## config.mk

```make
export PLATFORM = sky130hd
export DESIGN_NAME = uart_debug_bridge
export DESIGN_NICKNAME = d
export VERILOG_FILES = /design/src/rtl/uart_debug_bridge.sv
export SDC_FILE = /design/constraint.sdc
export NUM_CORES = 1
export LEC_CHECK = 0
export CAP_MARGIN = 5
export CORE_ASPECT_RATIO = 0.7
export CORE_MARGIN = 2
export CORE_UTILIZATION = 60
export CTS_BUF_LIST = sky130_fd_sc_hd__clkbuf_4 sky130_fd_sc_hd__clkbuf_8 sky130_fd_sc_hd__clkbuf_16
export CTS_CLUSTER_DIAMETER = 150
export CTS_CLUSTER_SIZE = 8
export DETAILED_ROUTE_END_ITERATION = 8
export DONT_BUFFER_PORTS = 1
export PLACE_DENSITY = 0.8
export SLEW_MARGIN = 20
export SYNTH_ARGS = -nofsm -noshare
export SYNTH_HDL_FRONTEND = slang
export SYNTH_SLANG_ARGS = --single-unit
```

## constraint.sdc

```tcl
create_clock -name clk -period 2.7 [get_ports clk]
set_input_delay 0.27 -clock clk [delete_from_list [all_inputs] [get_ports clk]]
set_output_delay 0.27 -clock clk [all_outputs]
set_load 0.02 [all_outputs]
```

## src/rtl/uart_debug_bridge.sv

```systemverilog
// UART debug responder: W/R/H/G command frames to a single-word memory bus.
// Optional trailing XOR checksum on W/R frames: `define DEBUG_BRIDGE_CHECKSUM_EN.
module uart_debug_bridge #(
  parameter int unsigned TIMEOUT_CYCLES = 1_000_000,
  parameter int unsigned READ_LATENCY   = 1
) (
  input  logic        clk,
  input  logic        reset,
  input  logic [7:0]  in_rx_data,
  input  logic        in_rx_valid,
  output logic        out_rx_ack,
  output logic        out_tx_en,
  output logic [7:0]  out_tx_data,
  input  logic        in_tx_active,
  input  logic        in_tx_done,
  output logic [31:0] out_mem_address,
  output logic        out_mem_write_en,
  output logic [31:0] out_mem_write_data,
  input  logic [31:0] in_mem_read_data,
  output logic        out_cpu_hold,
  output logic        out_busy
);

  localparam int unsigned TW = $clog2(TIMEOUT_CYCLES + 1);
  localparam int unsigned LW = $clog2(READ_LATENCY + 1) + 1;
  localparam logic [TW-1:0] TMO_LAST = TW'(TIMEOUT_CYCLES - 1);
  localparam logic [LW-1:0] LAT_LAST = LW'(READ_LATENCY);

  localparam logic [7:0] CMD_W = 8'h57;
  localparam logic [7:0] CMD_R = 8'h52;
  localparam logic [7:0] CMD_H = 8'h48;
  localparam logic [7:0] CMD_G = 8'h47;
  localparam logic [7:0] ACK   = 8'h06;
  localparam logic [7:0] NAK   = 8'h15;

  typedef enum logic [2:0] {
    IDLE,
    RX_ADDR,
    RX_DATA,
`ifdef DEBUG_BRIDGE_CHECKSUM_EN
    RX_CSUM,
`endif
    MEM_WRITE,
    MEM_READ,
    TX_LOAD,
    TX_WAIT
  } state_e;

  state_e        state_q, state_d;
  logic [1:0]    cnt_q, cnt_d;
  logic [1:0]    guard_q, guard_d;
  logic [31:0]   addr_q, addr_d;
  logic [31:0]   data_q, data_d;
  logic [31:0]   maddr_q, maddr_d;
  logic [31:0]   rsp_q, rsp_d;
  logic [2:0]    nrsp_q, nrsp_d;
  logic [TW-1:0] tmo_q, tmo_d;
  logic [LW-1:0] lat_q, lat_d;
  logic [7:0]    txd_q, txd_d;
  logic          txen_q, txen_d;
  logic          ack_q, ack_d;
  logic          hold_q, hold_d;
  logic          is_wr_q, is_wr_d;
  logic          rx_st;
  logic          cap;
`ifdef DEBUG_BRIDGE_CHECKSUM_EN
  logic [7:0]    csum_q, csum_d;
`endif

  always_comb begin
    rx_st = (state_q == IDLE) || (state_q == RX_ADDR) ||
            (state_q == RX_DATA);
`ifdef DEBUG_BRIDGE_CHECKSUM_EN
    rx_st = rx_st || (state_q == RX_CSUM);
`endif
    cap = in_rx_valid && (guard_q == 2'd0) && rx_st;
  end

  always_comb begin
    state_d = state_q;
    cnt_d   = cnt_q;
    addr_d  = addr_q;
    data_d  = data_q;
    maddr_d = maddr_q;
    rsp_d   = rsp_q;
    nrsp_d  = nrsp_q;
    tmo_d   = tmo_q;
    lat_d   = lat_q;
    txd_d   = txd_q;
    hold_d  = hold_q;
    is_wr_d = is_wr_q;
    txen_d  = 1'b0;
    ack_d   = 1'b0;
    guard_d = (guard_q == 2'd0) ? 2'd0 : guard_q - 2'd1;
`ifdef DEBUG_BRIDGE_CHECKSUM_EN
    csum_d  = csum_q;
`endif

    // Captured byte: ack next cycle, then ignore rx_valid for two cycles
    if (cap) begin
      ack_d   = 1'b1;
      guard_d = 2'd2;
      tmo_d   = '0;
`ifdef DEBUG_BRIDGE_CHECKSUM_EN
      csum_d  = csum_q ^ in_rx_data;
`endif
    end

    case (state_q)
      IDLE: begin
        if (cap) begin
          nrsp_d = 3'd1;
          case (in_rx_data)
            CMD_W: begin
              is_wr_d = 1'b1;
              state_d = RX_ADDR;
            end
            CMD_R: begin
              is_wr_d = 1'b0;
              state_d = RX_ADDR;
            end
            CMD_H: begin
              hold_d  = 1'b1;
              rsp_d   = {24'h0, ACK};
              state_d = TX_LOAD;
            end
            CMD_G: begin
              hold_d  = 1'b0;
              rsp_d   = {24'h0, ACK};
              state_d = TX_LOAD;
            end
            default: begin
              rsp_d   = {24'h0, NAK};
              state_d = TX_LOAD;
            end
          endcase
        end
      end
      RX_ADDR: begin
        if (cap) begin
          addr_d = {in_rx_data, addr_q[31:8]};
          cnt_d  = cnt_q + 2'd1;
          if (cnt_q == 2'd3) begin
            maddr_d = addr_d;
            lat_d   = '0;
            if (is_wr_q) state_d = RX_DATA;
`ifdef DEBUG_BRIDGE_CHECKSUM_EN
            else         state_d = RX_CSUM;
`else
            else         state_d = MEM_READ;
`endif
          end
        end else if (tmo_q == TMO_LAST) begin
          state_d = IDLE;
        end else begin
          tmo_d = tmo_q + TW'(1);
        end
      end
      RX_DATA: begin
        if (cap) begin
          data_d = {in_rx_data, data_q[31:8]};
          cnt_d  = cnt_q + 2'd1;
          if (cnt_q == 2'd3) begin
`ifdef DEBUG_BRIDGE_CHECKSUM_EN
            state_d = RX_CSUM;
`else
            state_d = MEM_WRITE;
`endif
          end
        end else if (tmo_q == TMO_LAST) begin
          state_d = IDLE;
        end else begin
          tmo_d = tmo_q + TW'(1);
        end
      end
`ifdef DEBUG_BRIDGE_CHECKSUM_EN
      RX_CSUM: begin
        if (cap) begin
          if (in_rx_data == csum_q) begin
            state_d = is_wr_q ? MEM_WRITE : MEM_READ;
          end else begin
            rsp_d   = {24'h0, NAK};
            nrsp_d  = 3'd1;
            state_d = TX_LOAD;
          end
        end else if (tmo_q == TMO_LAST) begin
          state_d = IDLE;
        end else begin
          tmo_d = tmo_q + TW'(1);
        end
      end
`endif
      MEM_WRITE: begin
        rsp_d   = {24'h0, ACK};
        nrsp_d  = 3'd1;
        state_d = TX_LOAD;
      end
      MEM_READ: begin
        // Address has been stable since entry; sample once latency elapsed
        if (lat_q == LAT_LAST) begin
          rsp_d   = in_mem_read_data;
          nrsp_d  = 3'd4;
          state_d = TX_LOAD;
        end else begin
          lat_d = lat_q + LW'(1);
        end
      end
      TX_LOAD: begin
        if (!in_tx_active) begin
          txen_d  = 1'b1;
          txd_d   = rsp_q[7:0];
          state_d = TX_WAIT;
        end
      end
      TX_WAIT: begin
        if (in_tx_done) begin
          rsp_d  = {8'h0, rsp_q[31:8]};
          nrsp_d = nrsp_q - 3'd1;
          state_d = (nrsp_q == 3'd1) ? IDLE : TX_LOAD;
        end
      end
      default: state_d = IDLE;
    endcase

    if (state_d == IDLE) begin
      cnt_d  = '0;
      addr_d = '0;
      data_d = '0;
      tmo_d  = '0;
`ifdef DEBUG_BRIDGE_CHECKSUM_EN
      csum_d = '0;
`endif
    end
  end

  always_ff @(posedge clk) begin
    if (reset) begin
      state_q <= IDLE;
      cnt_q   <= '0;
      guard_q <= '0;
      addr_q  <= '0;
      data_q  <= '0;
      maddr_q <= '0;
      rsp_q   <= '0;
      nrsp_q  <= '0;
      tmo_q   <= '0;
      lat_q   <= '0;
      txd_q   <= '0;
      txen_q  <= 1'b0;
      ack_q   <= 1'b0;
      hold_q  <= 1'b0;
      is_wr_q <= 1'b0;
`ifdef DEBUG_BRIDGE_CHECKSUM_EN
      csum_q  <= '0;
`endif
    end else begin
      state_q <= state_d;
      cnt_q   <= cnt_d;
      guard_q <= guard_d;
      addr_q  <= addr_d;
      data_q  <= data_d;
      maddr_q <= maddr_d;
      rsp_q   <= rsp_d;
      nrsp_q  <= nrsp_d;
      tmo_q   <= tmo_d;
      lat_q   <= lat_d;
      txd_q   <= txd_d;
      txen_q  <= txen_d;
      ack_q   <= ack_d;
      hold_q  <= hold_d;
      is_wr_q <= is_wr_d;
`ifdef DEBUG_BRIDGE_CHECKSUM_EN
      csum_q  <= csum_d;
`endif
    end
  end

  assign out_rx_ack         = ack_q;
  assign out_tx_en          = txen_q;
  assign out_tx_data        = txd_q;
  assign out_mem_address    = maddr_q;
  assign out_mem_write_en   = (state_q == MEM_WRITE);
  assign out_mem_write_data = data_q;
  assign out_cpu_hold       = hold_q;
  assign out_busy           = (state_q != IDLE);

endmodule

```

==> results.sh, run 1 <==
export IMPL_tritoncts="yes"
export IMPL_setup_viol=0
export IMPL_crit_family="simple AND/OR/NAND/NOR gates"
export IMPL_register_area_mm2=0.00328
export IMPL_path_class="reg -> reg"
export IMPL_multi_input_comb_area_mm2=0.00347
export IMPL_drt_iter0_drc=558
export IMPL_clk_pin_slew_worst_paths_ns=0.07
export IMPL_cts_max_level=4
export IMPL_portBuffers=0
export IMPL_antenna_cells=0
export IMPL_clkPwrFrac_pct=43.4
export IMPL_grt_pass1_vias=5462
export IMPL_syn_avg_cell_area_um2=8.91
export IMPL_worstPathBufferInverterCount=1
export IMPL_power_frac_seq_pct=45.1
export IMPL_critPathCaptureType="flip-flop"
export IMPL_ys_seq_area_share_pct=46.7
export IMPL_hold_class="in -> reg"
export IMPL_netlist_instances=789
export IMPL_io_pin_count=122
export IMPL_numClockSinks=164
export IMPL_drive_gt1_share_pct=11.3
export IMPL_fp_coreArea_mm2=0.0116
export IMPL_numCtsBuffers=17
export IMPL_globalplace_congestion=0.909
export IMPL_gr_usage_all_layers_pct=27.3
export IMPL_setup_tns_ns=0
export IMPL_setup_slack_ns=0.311
export IMPL_area_delta_synth_final_pct=11.5
export IMPL_ant_nets=0
export IMPL_wirelength_mm=17.3
export IMPL_antenna_found_initial=0
export IMPL_finClkSkew_ns=0.0118
export IMPL_die_w_um=133
export IMPL_startpoint_type="flip-flop"
export IMPL_hold_viol_final=0
export IMPL_mappedNetlistArea_mm2=0.00703
export IMPL_p_int_w=0.00408
export IMPL_ctsRootBufferMaster="clkbuf_16"
export IMPL_rsz0062_at_grt="false"
export IMPL_drv_slew=0
export IMPL_grt_overflow=0
export IMPL_firstDrtPassIters=5
export IMPL_dominantRegCellSynth="dfxtp_1"
export IMPL_post_route_util_pct=67.8
export IMPL_grtUsageMet2_pct=43.3
export IMPL_p_sw_w=0.00152
export IMPL_cts_buffer_depth=2
export IMPL_grt_start_max_net_pins=62
export IMPL_critPathMaxFanout=47
export IMPL_rows=33
export IMPL_fmax_mhz=419
export IMPL_die_area_mm2=0.0126
export IMPL_ys_ff_latch=164
export IMPL_wl_per_cell_um=18.4
export IMPL_fillerInstances=892
export IMPL_clkLatencyLatePin_ns=0.42
export IMPL_required_ns=2.97
export IMPL_async_flop_share_pct=0
export IMPL_crit_chain="or4_1, nor4_4, a31oi_1, a211oi_4, buf_12, nor3_1"
export IMPL_drv_cap=0
export IMPL_slowest_stage="or4_1"
export IMPL_relSlewSlack_pct=35.8
export IMPL_run_status="complete, no violations"
export IMPL_drc_errors=0
export IMPL_die_y_um=94.6
export IMPL_vias=5824
export IMPL_dp_final_hpwl_mm=11.1
export IMPL_viasPerCell=6.18
export IMPL_max_stage_delay_ns=0.59
export IMPL_netlist_top_cell_by_area="dfxtp_1"
export IMPL_grt_first_pass_wirelength_mm=27.6
export IMPL_max_vdd_ir_drop_mv=0.550
export IMPL_synthDistinctLibCells=54
export IMPL_start_util_pct=60.8
export IMPL_synth_edf_count=0
export IMPL_swShare_pct=27.1
export IMPL_p_leak_nw=2.92
export IMPL_post_cts_setup_buffer_count=0
export IMPL_ys_top_cells_by_area="dfxtp_1 47%, mux2i_1 8.7%, nor3_1 6.1%, nand2_1 5.2%, a21oi_1 4.1%"
export IMPL_use_met1_pct=35.9
export IMPL_syn_nets=839
export IMPL_worstRegToRegCells=6
export IMPL_grt_busiest_layer="met2"
export IMPL_powerDensity_mw_per_mm2=714
export IMPL_crit_arrival_ns=2.65
export IMPL_period_share_pct=88.5
export IMPL_synth_top_area_share_pct=46.7
export IMPL_crit_cells=6
export IMPL_pwr_share_comb_pct=11.5
export IMPL_dp_slack_ns=0.358
export IMPL_nets=823
export IMPL_grt_use_met3_pct=8.43
export IMPL_yosysWarningCount=0
export IMPL_finalCriticalPeriod_ns=2.39
export IMPL_worst_slew_pin_slew_ns=0.963
export IMPL_hold_depth=2
==> cell families after synthesis <==
logic type,Yosys count,share of synthesized area [%]
multiplexers,83,12.2
buffers and inverters,74,4.31
AO/OA/AOI/OAI,121,9.88
AND/OR/NAND/NOR,321,23.4
adder cells (fa/ha/maj),5,0.890
XOR/XNOR,21,2.62
flip-flops,164,46.7
==> timing repair <==
| action | 4_1_cts | 5_1_grt |
|---|---|---|
| gates resized for setup | 0 | 0 |
| hold buffers | 7 | 0 |
| endpoints found under the hold margin | 51 | 0 |
==> power groups by stage <==
stage	registers (W)	logic, W	clock network, W
3_3_place_gp	0.00257	0.000584	0
6_report	0.00252	0.000645	0.00243
5_1_grt	0.00253	0.000698	0.00255
3_5_place_dp	0.00258	0.000606	0
2_1_floorplan	0.00255	0.000502	0
4_1_cts	0.00252	0.000635	0.00244
==> state kept, by name (all words and copies together) (netlist names), 2 cells and up <==
signal and count:
addr_q 24, cnt_q 2, guard_q 2, lat_q 2
nrsp_q 3, out_mem_address 32, out_mem_write_data 32, out_tx_data 8
rsp_q 32, state_q 3, tmo_q 20
==> per-stage QoR <==
stage / area, µm² / cells / hold WS [ns] / power (W)
final: 7840 / 943 / 0.00677 / 0.00560
after global routing: 7840 / 943 / 0.0123 / 0.00578
after CTS: 7840 / 943 / 0.00150 / 0.00560
after detailed placement: 7170 / 904 / 0.354 / 0.00318
after global placement: 7170 / 904 / 0.345 / 0.00316
after floorplan: 7030 / 789 / 0.406 / 0.00305
==> cell usage after synthesis (2+ instances only) <==
cell type / count
and3_1: 4
nand2b_1: 36
mux2i_1: 61
nand2_1: 97
nor3b_1: 3
a311oi_1: 3
a2111oi_0: 2
a211oi_1: 8
a31oi_1: 3
clkbuf_1: 47
nor4_1: 4
dfxtp_1: 164
buf_2: 5
nor3_1: 86
o21ai_0: 32
nand3_1: 10
o22ai_1: 2
or2_2: 3
or3_1: 3
xnor2_1: 19
o211ai_1: 2
buf_6: 2
buf_1: 6
ha_1: 5
or4b_2: 2
inv_1: 12
xor2_1: 2
and4_1: 3
nor2b_1: 5
nand4_1: 35
a21oi_1: 58
mux2_2: 22
nor2_1: 22
==> cells in the final DEF, fill, tap and decap left out, drive strengths merged, types with 6 or more instances in the layout <==
master	Yosys	layout
nand4	35	35
buf	14	20
inv	12	19
mux2i	61	61
nand2	97	97
clkbuf	47	17
nand3	10	10
nor2	22	22
o21ai	33	33
a211oi	9	9
xnor2	19	19
mux2	22	22
dfxtp	164	164
a21oi	58	58
nand2b	36	36
dlygate4sd3	0	6
nor3	86	86
==> metal layers <==
layer,up-vias,part of all wire [%]
li1,2760,-
met1,2785,42
met2,249,47
met3,30,8.8
met4,0,1.8
met5,-,0
==> final cells by class <==
| type | instances | share of cell area [%] |
|---|---|---|
| Clock buffer | 17 | 5.43 |
| Timing Repair Buffer | 26 | 3.16 |
| Inverter | 13 | 0.622 |
| Clock inverter | 15 | 2.14 |
| Sequential cell | 164 | 41.9 |
| Multi-Input combinational cell | 551 | 44.3 |
| Tap cell | 157 | 2.51 |
==> path summary, 6_finish.rpt <==
| kind | slack [ns] | from | end |
|---|---|---|---|
| max reg2reg | 0.31 | tmo_q[10]$_SDFF_PP0_ | cnt_q[1]$_SDFFE_PP0P_ |
| max | 0.31 | tmo_q[10]$_SDFF_PP0_ | cnt_q[1]$_SDFFE_PP0P_ |
| min reg2reg | 0.47 | rsp_q[0]$_SDFFE_PP0P_ | out_tx_data[0]$_SDFFE_PP0P_ |
| min | 0.007 | in_mem_read_data[31] | rsp_q[31]$_SDFFE_PP0P_ |
No activity file was read; power rests on OpenSTA's default activity.
==> inputs of run 2 (changes only) <==
--- a/config.mk
+++ b/config.mk
@@ -7,7 +7,6 @@
 export LEC_CHECK = 0
 export CAP_MARGIN = 5
 export CORE_ASPECT_RATIO = 0.7
-export CORE_MARGIN = 2
 export CORE_UTILIZATION = 60
 export CTS_BUF_LIST = sky130_fd_sc_hd__clkbuf_4 sky130_fd_sc_hd__clkbuf_8 sky130_fd_sc_hd__clkbuf_16
 export CTS_CLUSTER_DIAMETER = 150
@@ -15,7 +14,6 @@
 export DETAILED_ROUTE_END_ITERATION = 8
 export DONT_BUFFER_PORTS = 1
 export PLACE_DENSITY = 0.8
-export SLEW_MARGIN = 20
 export SYNTH_ARGS = -nofsm -noshare
 export SYNTH_HDL_FRONTEND = slang
 export SYNTH_SLANG_ARGS = --single-unit
==> run 2 against run 1 <==
  * Utilization is 2.1 points higher
  * Critical path depth stayed put
  * Die area is 3.6% lower
  * Non-clock buffer count is 2 higher
  * Critical endpoint is now tmo_q[16]$_SDFF_PP0_
  * Largest power group unchanged
==> results.sh, run 2 (synthesized netlist as in run 1, its figures left out) <==
export IMPL_crit_arrival_ns=2.74
export IMPL_fmax_mhz=404
export IMPL_post_cts_setup_buffer_count=0
export IMPL_worst_slew_pin_slew_ns=1.29
export IMPL_final_cell_mix="164 x dfxtp_1, 96 x nand2_1, 86 x nor3_1, 61 x mux2i_1, 58 x a21oi_1"
export IMPL_area_delta_synth_final_pct=11.5
export IMPL_placed_area_mm2=0.00714
export IMPL_total_power_w=0.00544
export IMPL_rows=32
export IMPL_p_int_w=0.00389
export IMPL_hold_viol_final=0
export IMPL_cts_max_level=4
export IMPL_required_ns=2.96
export IMPL_die_y_um=92.6
export IMPL_power_frac_seq_pct=46.4
export IMPL_io_pin_count=122
export IMPL_numCtsBuffers=17
export IMPL_ctsRootBufferMaster="clkbuf_16"
export IMPL_drt_iter0_drc=428
export IMPL_die_area_mm2=0.0122
export IMPL_setup_slack_ns=0.224
export IMPL_pwr_share_comb_pct=11.3
export IMPL_grt_pass1_vias=5522
export IMPL_drv_cap=0
export IMPL_period_share_pct=91.7
export IMPL_finClkSkew_ns=0.0114
export IMPL_p_sw_w=0.00155
export IMPL_dp_final_hpwl_mm=11.1
export IMPL_firstDrtPassIters=5
export IMPL_die_w_um=131
export IMPL_grt_first_pass_wirelength_mm=27.7
export IMPL_drive_gt1_share_pct=10.9
export IMPL_wirelength_mm=17.0
export IMPL_antenna_found_initial=0
export IMPL_nets=825
export IMPL_drv_slew=0
export IMPL_setup_tns_ns=0
export IMPL_relSlewSlack_pct=13.5
export IMPL_grt_overflow=0
export IMPL_critPathCaptureType="flip-flop"
export IMPL_clk_pin_slew_worst_paths_ns=0.07
export IMPL_viasPerCell=6.20
export IMPL_critPathMaxFanout=78
export IMPL_dp_slack_ns=0.211
export IMPL_grt_start_max_net_pins=79
export IMPL_wl_per_cell_um=18.1
export IMPL_vias=5834
export IMPL_fp_coreArea_mm2=0.0112
export IMPL_drc_errors=0
export IMPL_tritoncts="yes"
export IMPL_run_status="complete, no violations"
export IMPL_powerDensity_mw_per_mm2=695
export IMPL_hold_ws_ns=0.00980
export IMPL_rsz0062_at_grt="false"
export IMPL_design_area_mm2=0.00784
export IMPL_max_vdd_ir_drop_mv=0.555
export IMPL_ant_nets=0
export IMPL_clkLatencyLatePin_ns=0.42
export IMPL_numClockSinks=164
export IMPL_swShare_pct=28.5
export IMPL_setup_viol=0
export IMPL_globalplace_congestion=0.907
export IMPL_antenna_cells=0
export IMPL_gr_usage_all_layers_pct=28.4
export IMPL_hold_class="in -> reg"
export IMPL_start_util_pct=62.7
export IMPL_cts_buffer_depth=2
export IMPL_mostFrequentLayoutCell="dfxtp_1"
export IMPL_path_class="reg -> reg"
export IMPL_p_leak_nw=2.91
export IMPL_portBuffers=0
export IMPL_startpoint_type="flip-flop"
export IMPL_clkPwrFrac_pct=42.3
export IMPL_finalCriticalPeriod_ns=2.48
run 2: path summary, 6_finish.rpt:
kind	cells after the start	slack, ns	start	end
max	6	0.22	tmo_q[10]$_SDFF_PP0_	tmo_q[16]$_SDFF_PP0_
min	2	0.01	in_mem_read_data[24]	rsp_q[24]$_SDFFE_PP0P_
max reg2reg	6	0.22	tmo_q[10]$_SDFF_PP0_	tmo_q[16]$_SDFF_PP0_
min reg2reg	2	0.46	addr_q[10]$_SDFFE_PP0P_	out_mem_address[2]$_SDFFE_PP0P_
run 2: critical path, cell delays in order, from the launching register on:
cell and delay (ns):
dfxtp_1 0.36, or4_1 0.59, nor4_4 0.34, a31oi_1 0.25, a211oi_4 0.30, buf_12 0.35
nor3_1 0.12
run 2: per-layer routing:
metal / vias up / global-route usage (%) / wire [µm]
met5: - / 0 / 0
met3: 34 / 8.26 / 1170
li1: 2767 / - / -
met1: 2818 / 37.7 / 7560
met4: 0 / 10.2 / 370
met2: 215 / 44.0 / 7920
run 2: cell type report:
| class | count | area [µm²] |
|---|---|---|
| multi-input cells | 551 | 3470 |
| fillers | 862 | 3370 |
| flip-flops and latches | 164 | 3280 |
| clock buffers | 17 | 425 |
| repair buffers | 28 | 275 |
| well taps | 153 | 191 |
| clock inverters | 15 | 141 |
| inverters | 13 | 52.6 |
run 2: stage by stage:
stage	cells	util (%)
floorplan	789	-
global placement	897	63.7
detailed placement	897	63.7
CTS	941	69.9
global route	941	69.9
finish	941	69.9
run 2: timing repair:
item | 4_1_cts | 5_1_grt
hold buffers | 12 | 0
endpoints found under the setup margin | 0 | 4
hold endpoints to repair | 55 | 0
gates resized for setup | 0 | 1
run 2: power groups by stage:
stage          registers [W]  clock network, W  logic, W
2_1_floorplan        0.00255                 0  0.000502
4_1_cts              0.00252           0.00232  0.000609
6_report             0.00253           0.00230  0.000617
3_5_place_dp         0.00258                 0  0.000572
5_1_grt              0.00253           0.00241  0.000672
3_3_place_gp         0.00257                 0  0.000554
